==> src/rtl/bram_fifo_if.sv <==
// ---------------------------------------------------------------------------
// bram_fifo_if -- stream handshake bundle for bram_fifo.
//   Write side : i_data, i_valid (producer -> FIFO), o_ready (FIFO -> producer)
//   Read side  : o_data, o_valid (FIFO -> consumer), i_ready (consumer -> FIFO)
//   o_count    : occupancy, only when FIFO_COUNT_EN is defined
// Modports: slave = FIFO side, master = producer/consumer side.
// Signal names are from the FIFO's point of view.
// Optional macro: FIFO_COUNT_EN (adds ADDR_WIDTH parameter and o_count).
// ---------------------------------------------------------------------------
interface bram_fifo_if #(
    parameter int DATA_WIDTH = 16
`ifdef FIFO_COUNT_EN
    , parameter int ADDR_WIDTH = 8
`endif
);
    logic [DATA_WIDTH-1:0] i_data;
    logic                  i_valid;
    logic                  o_ready;
    logic [DATA_WIDTH-1:0] o_data;
    logic                  o_valid;
    logic                  i_ready;
`ifdef FIFO_COUNT_EN
    logic [ADDR_WIDTH:0]   o_count;
`endif

    modport slave (
        input  i_data, i_valid, i_ready,
`ifdef FIFO_COUNT_EN
        output o_count,
`endif
        output o_ready, o_data, o_valid
    );

    modport master (
        output i_data, i_valid, i_ready,
`ifdef FIFO_COUNT_EN
        input  o_count,
`endif
        input  o_ready, o_data, o_valid
    );
endinterface

==> src/rtl/bram_fifo.sv <==
// ---------------------------------------------------------------------------
// bram_fifo -- single-clock first-word-fall-through FIFO on an inferred BRAM.
//   i_clk   : clock for all logic and memory
//   i_rst_n : asynchronous active-low reset (memory contents not cleared)
//   bus     : bram_fifo_if.slave -- valid/ready write and read streams,
//             plus o_count occupancy when FIFO_COUNT_EN is defined
// Read path: BRAM read register (mem_q / mem_v) -> output register
// (o_data / o_valid), giving 2 cycles from push to o_valid.
// Optional macro: FIFO_COUNT_EN exposes the internal occupancy count.
// ---------------------------------------------------------------------------
module bram_fifo #(
    parameter int DATA_WIDTH = 16,
    parameter int ADDR_WIDTH = 8
) (
    input  logic       i_clk,
    input  logic       i_rst_n,
    bram_fifo_if.slave bus
);
    localparam int CW = ADDR_WIDTH + 1;
    localparam logic [CW-1:0] FULL_CNT = {1'b1, {ADDR_WIDTH{1'b0}}};

    logic [DATA_WIDTH-1:0] mem [2**ADDR_WIDTH];
    logic [DATA_WIDTH-1:0] mem_q;
    logic [DATA_WIDTH-1:0] out_d;
    logic [ADDR_WIDTH-1:0] wr_ptr, rd_ptr;
    logic [CW-1:0]         count, count_next, unread;
    logic                  mem_v, out_v, rdy;
    logic                  push, pop, load_out, rd_issue;

    assign push     = bus.i_valid & rdy;
    assign pop      = out_v & bus.i_ready;
    assign load_out = ~out_v | pop;
    // Words sitting in the array that have not been handed to the read stage.
    assign unread   = count - CW'(mem_v) - CW'(out_v);
    // Read only when the memory stage is empty or is moving on this edge.
    assign rd_issue = (unread != '0) & (~mem_v | load_out);

    always_comb begin
        count_next = count;
        case ({push, pop})
            2'b10:   count_next = count + 1'b1;
            2'b01:   count_next = count - 1'b1;
            default: count_next = count;
        endcase
    end

    // Kept free of reset so the array and its read register map onto BRAM.
    // A slot is only read on an edge after the one that wrote it, since
    // unread counts a word only once its write edge has passed.
    always_ff @(posedge i_clk) begin
        if (push)     mem[wr_ptr] <= bus.i_data;
        if (rd_issue) mem_q       <= mem[rd_ptr];
    end

    always_ff @(posedge i_clk or negedge i_rst_n) begin
        if (!i_rst_n) begin
            wr_ptr <= '0;
            rd_ptr <= '0;
            count  <= '0;
            rdy    <= 1'b0;
            mem_v  <= 1'b0;
            out_v  <= 1'b0;
            out_d  <= '0;
        end else begin
            count <= count_next;
            // Registered ready: a pop only frees space from the next cycle.
            rdy   <= (count_next < FULL_CNT);
            if (push)     wr_ptr <= wr_ptr + 1'b1;
            if (rd_issue) rd_ptr <= rd_ptr + 1'b1;

            if (rd_issue)      mem_v <= 1'b1;
            else if (load_out) mem_v <= 1'b0;

            if (load_out) begin
                out_v <= mem_v;
                if (mem_v) out_d <= mem_q;
            end
        end
    end

    assign bus.o_ready = rdy;
    assign bus.o_valid = out_v;
    assign bus.o_data  = out_d;
`ifdef FIFO_COUNT_EN
    assign bus.o_count = count;
`endif
endmodule

==> src/flat_wrapper.sv <==
// flat-port wrapper written by rule: the top's interface ports become plain ports
module bram_fifo_flat 
#(
    parameter int DATA_WIDTH = 16,
    parameter int ADDR_WIDTH = 8
)
  (i_clk, i_rst_n, bus_i_data, bus_i_valid, bus_i_ready, bus_o_ready, bus_o_data, bus_o_valid);
  bram_fifo_if #(.DATA_WIDTH(DATA_WIDTH)) bus_i ();
  input  logic i_clk;
  input  logic i_rst_n;
  input wire logic [$bits(bus_i.i_data)-1:0] bus_i_data;
  input wire logic [$bits(bus_i.i_valid)-1:0] bus_i_valid;
  input wire logic [$bits(bus_i.i_ready)-1:0] bus_i_ready;
  output wire logic [$bits(bus_i.o_ready)-1:0] bus_o_ready;
  output wire logic [$bits(bus_i.o_data)-1:0] bus_o_data;
  output wire logic [$bits(bus_i.o_valid)-1:0] bus_o_valid;
  assign bus_i.i_data = bus_i_data;
  assign bus_i.i_valid = bus_i_valid;
  assign bus_i.i_ready = bus_i_ready;
  assign bus_o_ready = bus_i.o_ready;
  assign bus_o_data = bus_i.o_data;
  assign bus_o_valid = bus_i.o_valid;
  bram_fifo #(.DATA_WIDTH(DATA_WIDTH), .ADDR_WIDTH(ADDR_WIDTH)) u_core (.i_clk(i_clk), .i_rst_n(i_rst_n), .bus(bus_i));
endmodule
==> config.mk <==
export PLATFORM = sky130hd
export DESIGN_NAME = bram_fifo_flat
export DESIGN_NICKNAME = d
export VERILOG_FILES = /design/src/rtl/bram_fifo_if.sv /design/src/rtl/bram_fifo.sv /design/src/flat_wrapper.sv
export SDC_FILE = /design/constraint.sdc
export NUM_CORES = 2
export LEC_CHECK = 0
export ABC_CLOCK_PERIOD_IN_PS = 7600
export CAP_MARGIN = 40
export CORE_ASPECT_RATIO = 1.1
export CORE_MARGIN = 2
export CORE_UTILIZATION = 45
export CTS_CLUSTER_SIZE = 20
export DETAILED_ROUTE_END_ITERATION = 6
export PLACE_DENSITY_LB_ADDON = 0.08
export SYNTH_ARGS = -nofsm -noshare
export SYNTH_HDL_FRONTEND = slang
export SYNTH_SLANG_ARGS = --single-unit
==> constraint.sdc <==
create_clock -name i_clk -period 7.6 [get_ports i_clk]
set_clock_uncertainty 0.15 [all_clocks]
set_input_delay 0.76 -clock i_clk [delete_from_list [all_inputs] [get_ports i_clk]]
set_output_delay 0.76 -clock i_clk [all_outputs]
set_load 0.005 [all_outputs]
==> flow_summary.toml <==
[synth]
postSynthAreaPerCell_sq_um = 21.7
synth_top_area_share = 0.770
synth_mux_area_frac = 0.151
yosys_most_used_dff = "edfxtp_1"
synth_fp_nets = 7437
synth.area.top_cells = "edfxtp_1 (77%), mux4_2 (12%), mux2i_1 (2.3%), nor2_1 (0.71%), dfrtp_1 (0.69%)"
synth_top_family_by_area = "multiplexers"
synth_compound_area_frac = 0.0332
yosysTopAreaCell = "edfxtp_1"
yosysUniqueCellTypes = 77
yosys.area_share.simple = 0.0189
synthAdderAreaFrac = 0.00150
netlist_instances = 7399
synth-xor-area-share = 0.00136
synth_edf_count = 4112
async_reset_ff_frac = 0.0106
synth_seq_cells = 4156
synth-seq-area-share = 0.777
yosys_warnings = 0
synth.cell_area_sq_mm = 0.160

[timing]
fin_tns_setup_ps = 0
tightest_slew_ps = 1590
min_period_ps = 5180
max_slew_margin = -0.0614
holdWs_ps = 88.9
min_period_over_period = 0.682
rsz0062_at_grt = "no"
final_max_slew_viol_count = 62
fmax_ghz = 0.193
setup_viol = 0
hold_violations = 0

[outcome]
run_status = "finished, violations left"
violations = "max-slew violations"

[clocking]
numCtsBuffers = 424
root_buffer = "clkbuf_16"
htree_levels = 5
hold_buffers = 1
clock_latency_ps = 1010
post_cts_buffers = 0
cts_resized = 0
cts_tree = "done"
cts_sinks = 4156
clkTransAtPathRegs_ps = 70
cts_buffer_depth = 4

[layout]
area_delta_synth_final_pct = 14.4
fin_nets = 7988
drive_above_1_share = 0.277
final_cells = 13000
design_area_sq_mm = 0.184

[global_routing]
antenna_found_initial = 30
grt_max_degree = 170
track_usage = 0.276
grt_overflow = 0
first_global_vias = 81300
grt_pass1_wl_microns = 690000

[placed_design]
post_dp_cell_area_sq_mm = 0.170
gp_congestion = 0.861
dpl.cell_count = 12300
dp_hpwl_microns = 302000
port_buffers = 37

[run]
cap_violations = 0

[setup_path]
crit_required_ps = 8150
worstSetupPathType = "reg -> reg"
worstSetupStartpointType = "flip-flop"
crit_path_end_kind = "flip-flop"
critPathArrivalTime_ps = 5730
critPathMaxFanout = 50
reg2reg_depth = 9

[floorplan]
die-area_sq_mm = 0.361
core-area_sq_mm = 0.354
die_h_microns = 630
placementRows = 229
die_x_microns = 573
ioPinCount = 38
initial_core_util = 0.453

[worst_hold_path]
holdPathStages = 1
hold_path.class = "in -> reg"

[routing]
drtAntennaViolNets = 0
wl_per_cell_microns = 38.6
drc = 0
wl_microns = 504000
num_vias = 82000
drt_iter0_drc = 11500
drtPass1Iterations = 5
vias_per_cell = 6.28

[power]
peakVddDrop_v = 0.000462
power.leakage_uw = 0.0579
power_density_mw_per_mm2 = 368
[logic make-up (layout without fill, tap and decap cells)]
family                   count (synthesis)  after routing
XOR/XNOR                                25             25
multiplexers                          1298           1298
AO/OA/AOI/OAI                          760            760
adder cells (fa/ha/maj)                 18             18
other                                    0             12
AND/OR/NAND/NOR                        692            692
flip-flops                            4156           4156
buffers and inverters                  450           1352
[sequential cells by signal, indices dropped and copies added (netlist names)]
signal,count
u_core.bus.o_data,16
u_core.bus.o_ready,1
u_core.bus.o_valid,1
u_core.count,9
u_core.mem,4096
u_core.mem_q,16
u_core.mem_v,1
u_core.rd_ptr,8
u_core.wr_ptr,8
[metal layers]
metal / up-vias / global-route usage / share of wire
li1: 32300 / - / -
met4: 4 / 0.0896 / 0.035
met3: 704 / 0.0508 / 0.082
met5: - / 0 / 0.000046
met2: 3870 / 0.439 / 0.48
met1: 45100 / 0.389 / 0.41
[synth_stat cells, types with 12 or more instances]
cell type / count
mux2_2: 37
nand4_1: 14
nand3_1: 81
o22ai_1: 57
dfrtp_1: 44
nor2b_1: 29
ha_1: 16
nand2b_1: 16
a31oi_1: 23
buf_6: 56
and2_1: 12
a21oi_1: 151
a22o_1: 25
o211ai_1: 26
a22oi_1: 144
buf_4: 46
buf_8: 19
o221ai_1: 31
nor3_1: 25
a211oi_1: 72
clkbuf_1: 160
o21ai_0: 66
edfxtp_1: 4112
nand2_1: 173
xnor2_1: 17
buf_1: 20
a221oi_1: 75
mux4_2: 887
nor2_1: 303
buf_2: 128
mux2i_1: 367
[worst paths after layout]
path	start	endpoint	slack, ps
max in group asynchronous	i_rst_n	u_core.rd_ptr[6]	6650
max reg2reg	u_core.rd_ptr[0]	u_core.mem_q[9]	2420
min reg2reg	u_core.bus.o_data[3]	u_core.bus.o_data[3]	360
min in group asynchronous	i_rst_n	u_core.bus.o_data[9]	260
max	u_core.rd_ptr[0]	u_core.mem_q[9]	2420
min	bus_i_data[12]	u_core.mem[173][12]	90
[power breakdown]
| part | total, uW | switching, uW | internal (uW) |
|---|---|---|---|
| logic | 20700 | 13200 | 7490 |
| clock network | 20700 | 8920 | 11800 |
| registers | 26100 | 577 | 25500 |
[cell type report]
type,count,area (sq um)
Timing Repair Buffer,562,5530
Fill cell,28000,171000
Inverter,13,58.8
Sequential cell,4156,125000
Clock buffer,518,11100
Multi-Input combinational cell,2793,33700
Clock inverter,259,2580
Tap cell,4735,5920
Antenna cell,12,30.0
[metrics by stage]
stage	power, uW	utilization	worst slack [ps]
final	67600	0.518	2420
after global placement	47000	0.475	1250
after global routing	69400	0.518	2240
after detailed placement	47200	0.479	2410
after CTS	67900	0.518	2350
after floorplan	38000	-	3990
[critical path: stages (launching register included)]
cell and delay (ps):
dfrtp_4 970, buf_12 410, buf_12 420, mux4_2 580, a22o_1 250, a221oi_1 710, o22ai_1 190, o311ai_1 630
buf_4 260, o31ai_1 100
[cell usage in the layout, fill, tap and decap left out, drive strengths merged, types with 81 or more instances in the layout]
cell type,instances
a21oi,151
a22oi,144
buf,540
clkbuf,518
clkinv,194
edfxtp,4112
mux2i,367
mux4,894
nand2,173
nand3,81
nor2,304
Note: power is estimated with default switching activity, not from simulation.
